===== src/rtl/cpu_pkg.sv =====
// Shared definitions for the 8-bit CPU: opcodes, instruction field positions,
// fetch FSM state encodings and the default reset PC.
package cpu_pkg;

  localparam logic [3:0] OP_ADD   = 4'h0;
  localparam logic [3:0] OP_SUB   = 4'h1;
  localparam logic [3:0] OP_AND   = 4'h2;
  localparam logic [3:0] OP_OR    = 4'h3;
  localparam logic [3:0] OP_LOAD  = 4'h4;
  localparam logic [3:0] OP_STORE = 4'h5;
  localparam logic [3:0] OP_JUMP  = 4'h6;
  localparam logic [3:0] OP_HALT  = 4'hF;

  // Field layout of the 16-bit instruction word
  localparam int OPCODE_MSB = 15;
  localparam int OPCODE_LSB = 12;
  localparam int RD_MSB     = 11;
  localparam int RD_LSB     = 10;
  localparam int RS_MSB     = 9;
  localparam int RS_LSB     = 8;
  localparam int IMM_MSB    = 7;
  localparam int IMM_LSB    = 0;

  localparam logic [1:0] ST_IDLE  = 2'd0;
  localparam logic [1:0] ST_FETCH = 2'd1;
  localparam logic [1:0] ST_HOLD  = 2'd2;
  localparam logic [1:0] ST_HALT  = 2'd3;

  localparam logic [7:0] RESET_PC_DEFAULT = 8'h00;

endpackage


===== src/rtl/program_counter.sv =====
// Program counter register with jump load, increment and async reset.
// Exposes both the current pc and pc+1 (modulo 2^PC_W).
module program_counter #(
  parameter int              PC_W     = 8,
  parameter logic [PC_W-1:0] RESET_PC = '0
) (
  input  logic            clk,
  input  logic            rst_n,
  input  logic            load,
  input  logic [PC_W-1:0] load_val,
  input  logic            inc,
  output logic [PC_W-1:0] pc,
  output logic [PC_W-1:0] pc_inc
);

  assign pc_inc = pc + PC_W'(1);

  always_ff @(posedge clk or negedge rst_n) begin
    if (!rst_n) begin
      pc <= RESET_PC;
    end else if (load) begin
      pc <= load_val;
    end else if (inc) begin
      pc <= pc_inc;
    end
  end

endmodule


===== src/rtl/instr_fetch.sv =====
// Fetch stage: requests instructions over req/ack, latches them in the IR and
// presents decoded fields to the control unit over valid/ready.
module instr_fetch
  import cpu_pkg::*;
#(
  parameter int              PC_W     = 8,
  parameter int              INSTR_W  = 16,
  parameter logic [PC_W-1:0] RESET_PC = PC_W'(RESET_PC_DEFAULT)
) (
  input  logic               clk,
  input  logic               rst_n,
  output logic               imem_req,
  output logic [PC_W-1:0]    imem_addr,
  input  logic               imem_ack,
  input  logic [INSTR_W-1:0] imem_rdata,
  output logic               instr_valid,
  input  logic               instr_ready,
  output logic [3:0]         opcode,
  output logic [1:0]         rd,
  output logic [1:0]         rs,
  output logic [7:0]         imm,
  output logic [PC_W-1:0]    pc_out,
  input  logic               jump_taken,
  input  logic [PC_W-1:0]    jump_target,
  output logic               halted,
  output logic [1:0]         fsm_state
);

  logic [1:0]         state;
  logic [INSTR_W-1:0] ir;
  logic [PC_W-1:0]    pc;
  logic [PC_W-1:0]    pc_inc;
  logic               fetch_done;
  logic               accept;
  logic               is_halt;
  logic               pc_load;

  // Handshakes: imem_req stays high with a stable imem_addr until a cycle with
  // imem_ack=1; instr_valid stays high with stable fields until a cycle with
  // instr_ready=1, and that cycle is the only one in which jump_taken is used.
  assign fetch_done = (state == ST_FETCH) && imem_ack;
  assign accept     = (state == ST_HOLD) && instr_ready;
  assign is_halt    = (opcode == OP_HALT);
  assign pc_load    = accept && !is_halt && jump_taken;

  program_counter #(
    .PC_W     (PC_W),
    .RESET_PC (RESET_PC)
  ) u_pc (
    .clk      (clk),
    .rst_n    (rst_n),
    .load     (pc_load),
    .load_val (jump_target),
    .inc      (fetch_done),
    .pc       (pc),
    .pc_inc   (pc_inc)
  );

  always_ff @(posedge clk or negedge rst_n) begin
    if (!rst_n) begin
      state  <= ST_IDLE;
      ir     <= '0;
      pc_out <= '0;
    end else begin
      case (state)
        ST_IDLE:  state <= ST_FETCH;
        ST_FETCH: begin
          if (imem_ack) begin
            ir     <= imem_rdata;
            pc_out <= pc;
            state  <= ST_HOLD;
          end
        end
        ST_HOLD: begin
          if (instr_ready) begin
            state <= is_halt ? ST_HALT : ST_FETCH;
          end
        end
        default:  state <= ST_HALT;
      endcase
    end
  end

  // The pc already points at the next instruction once the IR is loaded, so
  // a redirect never leaves a wrong-path request behind.
  assign imem_req    = (state == ST_FETCH);
  assign imem_addr   = pc;
  assign instr_valid = (state == ST_HOLD);
  assign halted      = (state == ST_HALT);
  assign fsm_state   = state;

  assign opcode = ir[OPCODE_MSB:OPCODE_LSB];
  assign rd     = ir[RD_MSB:RD_LSB];
  assign rs     = ir[RS_MSB:RS_LSB];
  assign imm    = ir[IMM_MSB:IMM_LSB];

endmodule


===== config.mk =====
export PLATFORM = sky130hd
export DESIGN_NAME = instr_fetch
export DESIGN_NICKNAME = d
export VERILOG_FILES = /design/src/rtl/cpu_pkg.sv /design/src/rtl/program_counter.sv /design/src/rtl/instr_fetch.sv
export SDC_FILE = /design/constraint.sdc
export NUM_CORES = 1
export LEC_CHECK = 0
export CORE_ASPECT_RATIO = 0.6
export CORE_MARGIN = 2
export CORE_UTILIZATION = 44
export CTS_CLUSTER_SIZE = 25
export DETAILED_ROUTE_END_ITERATION = 6
export HOLD_SLACK_MARGIN = 0.06
export PLACE_DENSITY = 0.84
export SYNTH_ARGS = -nofsm -noshare
export SYNTH_HDL_FRONTEND = slang
export SYNTH_SLANG_ARGS = --single-unit
export TNS_END_PERCENT = 5

===== constraint.sdc =====
create_clock -name clk -period 4.7 [get_ports clk]
set_clock_uncertainty 0.15 [all_clocks]
set_input_delay 1.175 -clock clk [delete_from_list [all_inputs] [get_ports clk]]
set_output_delay 1.175 -clock clk [all_outputs]
set_load 0.01 [all_outputs]

Word level (Yosys, flattened, before mapping). Index checks and enable logic that the tools add are counted.

Add/subtract/negate cells: 1. Mux-type cells: 6. Equal/unequal tests: 6. Reductions and logical operators: 9.

Operator list (count): $mux W8 (2); $add A8 B1 Y8 const B (1); $mux W2 (3); $pmux W2 S3 (1); $eq A2 B2 Y1 const B (2); $eq A4 B4 Y1 const B (1); $logic_and A1 B1 Y1 (4); $ne A2 B1 Y1 const B (2); $reduce_and A2 Y1 (2); $eq A2 B1 Y1 const B (1); $logic_not A2 Y1 (1); $reduce_bool A2 Y1 (1); $logic_not A1 Y1 (1).

Logic and storage cells: 26. Register bits: 34. Input bits: 29.

Longest topological paths before layout.
Word-level depth: 5. Mapped depth: 5.

Hierarchy. Synthesis repeated with hierarchy kept, for this count alone.

Cell total of the unflattened synthesis: 128. Area total of the unflattened synthesis: 1630.3 µm².

Modules (own cells, without submodules): instr_fetch (area each 1093.5 µm², instances 1, cells each 64, seq. area each 650.6 µm²); program_counter (area each 536.8 µm², instances 1, cells each 64, seq. area each 200.2 µm²).

Worst setup path after synthesis. OpenSTA, ideal clock, no wires.

Path kind: input-to-reg. From: input imem_ack. To: register u_pc.pc[2]. Stages: 3. Path slack: 2.567 ns. Required time: 4.424 ns. Arrival time: 1.857 ns. Path through: nand3b_1 a21o_1 a221o_1.

Word-level cells in the longest chain between the ends: 2.

Ends and longest elaborated chain: from (decl) (line instr_fetch.sv:14) `input logic imem_ack,`; $logic_and A1 B1 Y1 (line instr_fetch.sv:41) `assign fetch_done = (state == ST_FETCH) && imem_ack;`; $reduce_bool A2 Y1 (no source line); to (signal assigned) (line program_counter.sv:22) `pc <= load_val;`; to (signal assigned) (line program_counter.sv:24) `pc <= pc_inc;`; to (decl) (line program_counter.sv:12) `output logic [PC_W-1:0] pc,`.

Every way passes these cells. A chain may end at the register's enable or synchronous reset.

Worst setup path in the final report.
From: register state[0], in the netlist fsm_state[0]. To: output instr_valid.

Word-level cells in the longest chain between the ends: 1.

Ends and longest elaborated chain: from (decl) (line instr_fetch.sv:29) `logic [1:0] state;`; from (signal assigned) (line instr_fetch.sv:76) `state <= is_halt ? ST_HALT : ST_FETCH;`; $eq A2 B2 Y1 (line instr_fetch.sv:88) `assign instr_valid = (state == ST_HOLD);`; to (decl) (line instr_fetch.sv:16) `output logic instr_valid,`.

Every way passes these cells.

==> parameters.txt <==
Parameter                              Value

STA
  Fmax ... 0.342 GHz
  Minimum hold slack ... 0.330 ns
  Setup TNS Final ... 0 ns
  Number of pins with negative max-slew slack in the final report ... 0
  Worst rel slew slack ... 45.6%
  Final critical-path share of the clock period ... 62.2%
  Setup repair after global routing missed its margin ... false
  Final critical delay including setup and external delays ... 2.92 ns
  Hold violation count in the final report ... 0
  Transition time at the pin with the least slew margin ... 0.817 ns
  Final setup vio count ... 0
  Minimum setup slack in the final design ... 1.78 ns

Clock network
  Post-CTS setup-driven buffer insertion count ... 0
  Number of clock sinks seen by CTS ... 34
  # resized after CTS ... 0
  Total CTS buffers ... 5
  Maximum clock path buffer count ... 2
  H-Tree Level Count ... 2
  Cell chosen for the clock root ... clkbuf_8
  TritonCTS clock tree ... yes
  Clock-pin slew of the registers on the worst-case setup and hold paths ... 0.07 ns
  Worst-Skew Late Latency ... 0.29 ns
  Hold-fix buffers, CTS ... 0

Detailed routing
  Post-route DRC ... 0
  Post-detailed-route via-to-cell ratio ... 4.85
  Antenna violation net count after detailed routing ... 0
  M1 wire length ... 1830 um
  Initial DRC Count ... 76
  Highest signal layer in the routed design ... met4
  Drt pass-1 iters ... 4
  Routed length on met3 ... 300 um
  Count of vias placed by the detailed router ... 1319
  Met2 Routed Length ... 1440 um
  Routed wire length ... 3590 um
  Final routed wire length divided by cell count ... 13.2 um

Yosys
  Number of distinct library cells after synthesis ... 22
  Flip-flop and latch count after synthesis ... 34
  Area of the mapped netlist ... 1460 um2
  Nets in the synthesized netlist ... 189
  Most used standard cells in the synthesized netlist ... nand2_1 (73), dfrtp_1 (34), nor2_1 (11)
  Synth area leader ... dfrtp_1
  Sequential cell area fraction in the yosys report ... 58.5%
  Count of flip-flops with a built-in enable after synthesis ... 0
  Area fraction of the dominant cell type after synthesis ... 58.5%
  Syn_area_per_cell ... 9.15 um2
  Count of mapped cells out of synthesis ... 159
  Most used flip-flop cell after synthesis ... dfrtp_1
  Cell with the most instances after synthesis ... nand2_1
  Synth top area cells ... dfrtp_1 (58%), nand2_1 (19%), nor2_1 (2.8%)
  Yosys warns ... 0
  Asr flop ratio synth ... 100%

Placement
  HPWL after DPL ... 2590 um
  GPL Wtd Cong ... 0.798
  IO buf count ... 65
  DP Area ... 2140 um2
  Placed cell count ... 265
  Worst slack at placement ... 1.90 ns

Worst setup path
  Kind of cell adding the most delay to the critical path ... buffers and inverters
  Largest driver fanout on the critical path ... 8
  Data arrival, critical path ... 1.60 ns
  Capturing element type of the critical path ... output pin
  Library cell contributing the largest single delay on the critical path ... clkdlybuf4s50_1
  Critical Path RT ... 3.38 ns
  Slowest cell delay on critical path ... 0.54 ns
  Launch instance of the worst register-to-register path ... fsm_state[0]
  Crit path launch ... fsm_state[0]
  Critical Setup Path Class ... reg2out
  Worst Path Buf+Inv ... 1
  Worst-path cell chain ... and2b_4 > clkdlybuf4s50_1
  Element type at the critical path start ... flop

Run status
  Result of the run ... complete, no violations

Global routing
  Wire length of the first global-routing pass ... 6250 um
  Number of global-route vias before repair ... 1327
  GRT Overall Usage ... 21.5%
  Largest net degree at the start of global routing ... 35
  Total gr overflow ... 0
  Number of antenna violations at the first check in global routing ... 0

Final layout
  Non-filler cells in the finished layout ... 272
  Area Growth Syn to Fin ... 54.9%
  Final instance area ... 2250 um2
  Nets ... 257
  Ratio of cells with drive above 1 in the final layout ... 5.29%
  Number of diodes added for antenna fixing ... 0

Floorplan
  Effective utilization at floorplan ... 45.4%
  Io pins ... 66
  Rows ... 16
  Die ar. ... 3800 um2
  Core region area ... 3200 um2
  X dimension of the die ... 78.2 um
  Vert. Die Dim ... 48.5 um

Run
  Max Cap Viol ... 0

Pwr
  Total internal power ... 0.000961 W
  Flop pwr share ... 38.1%
  Power per unit of standard cell area ... 642 nW/um2
  Power spent charging and discharging nets ... 0.000487 W
  Combinational power share ... 43.2%
  Fraction of power spent switching nets ... 33.6%
  Leakage power ... 1.05 nW
  Max rail drop VDD ... 345 uV
  Power share of the clock group ... 18.7%

Worst hold path
  Worst hold path startpoint ... ir[11]
  Min-Delay Path Class ... reg2reg
==> power groups by stage <==
stage | Sequential [W] | Clock, W | Combinational, W
after detailed placement | 0.000553 | 0 | 0.000631
after floorplan | 0.000591 | 0 | 0.000211
final | 0.000551 | 0.000271 | 0.000626
after global routing | 0.000568 | 0.000288 | 0.000693
after CTS | 0.000548 | 0.000276 | 0.000634
after global placement | 0.000549 | 0 | 0.000616
==> cell families (layout without fill, tap and decap cells) <==
family	after synthesis	after routing	share of synthesized area [%]
XOR/XNOR	6	6	3.61
buffers and inverters	8	76	2.58
flip-flops	34	34	58.5
AO/OA/AOI/OAI	11	11	4.64
AND/OR/NAND/NOR	99	99	29.8
adder cells (fa/ha/maj)	1	1	0.860
==> final cells by class <==
class                   instances  area, um2
fillers                       265        948
well taps                      45       56.3
inverters                       2       7.51
flip-flops and latches         34        851
multi-input cells             117        567
clock buffers                   6       82.6
repair buffers                 67        661
clock inverters                 1       30.0
==> cells in the final DEF (no fill, tap or decap), drive strengths merged <==
cell type	synthesis	layout
a21o	1	1
a21oi	8	8
a221o	2	2
and2	1	1
and2b	1	1
and3	1	1
and3b	1	1
buf	6	2
bufinv	0	1
clkbuf	0	7
clkdlybuf4s50	0	64
dfrtp	34	34
ha	1	1
inv	2	2
nand2	73	73
nand3b	1	1
nand4	6	6
nand4b	1	1
nor2	11	11
nor2b	1	1
nor3	1	1
nor3b	1	1
xnor2	4	4
xor2	2	2
==> final timing paths <==
path | slack, ns | endpoint | cells past startpoint
worst max register to register | 2.91 | u_pc.pc[2] | 4
worst min register to register | 0.33 | ir[11] | 2
worst max-delay path | 1.78 | instr_valid | 2
worst min-delay path | 0.33 | ir[11] | 2
min in group asynchronous | 0.82 | ir[14] | 1
max in group asynchronous | 3.06 | pc_out[5] | 1
==> per-stage QoR <==
stage	utilization [%]	power [W]
2_1_floorplan	-	0.000802
3_5_place_dp	66.9	0.00118
6_report	70.4	0.00145
4_1_cts	70.4	0.00146
5_1_grt	70.4	0.00155
3_3_place_gp	66.9	0.00117
==> flip-flops by register name, summed over array words and instances, names as in the netlist <==
name and count:
fsm_state 2, ir 16, pc_out 8, u_pc.pc 8
==> worst register-to-register path, cell delays in order (launching register included) <==
cell,delay (ns)
dfrtp_1,0.46
and2b_4,0.31
nand4_4,0.23
a21o_1,0.23
a221o_1,0.29
==> per-layer routing <==
metal | up-vias | track usage, %
met5 | - | 0
met4 | 0 | 5.26
met3 | 5 | 8.21
met2 | 55 | 30.5
met1 | 613 | 31.4
li1 | 646 | -
Power figures use the tool's default switching activity.
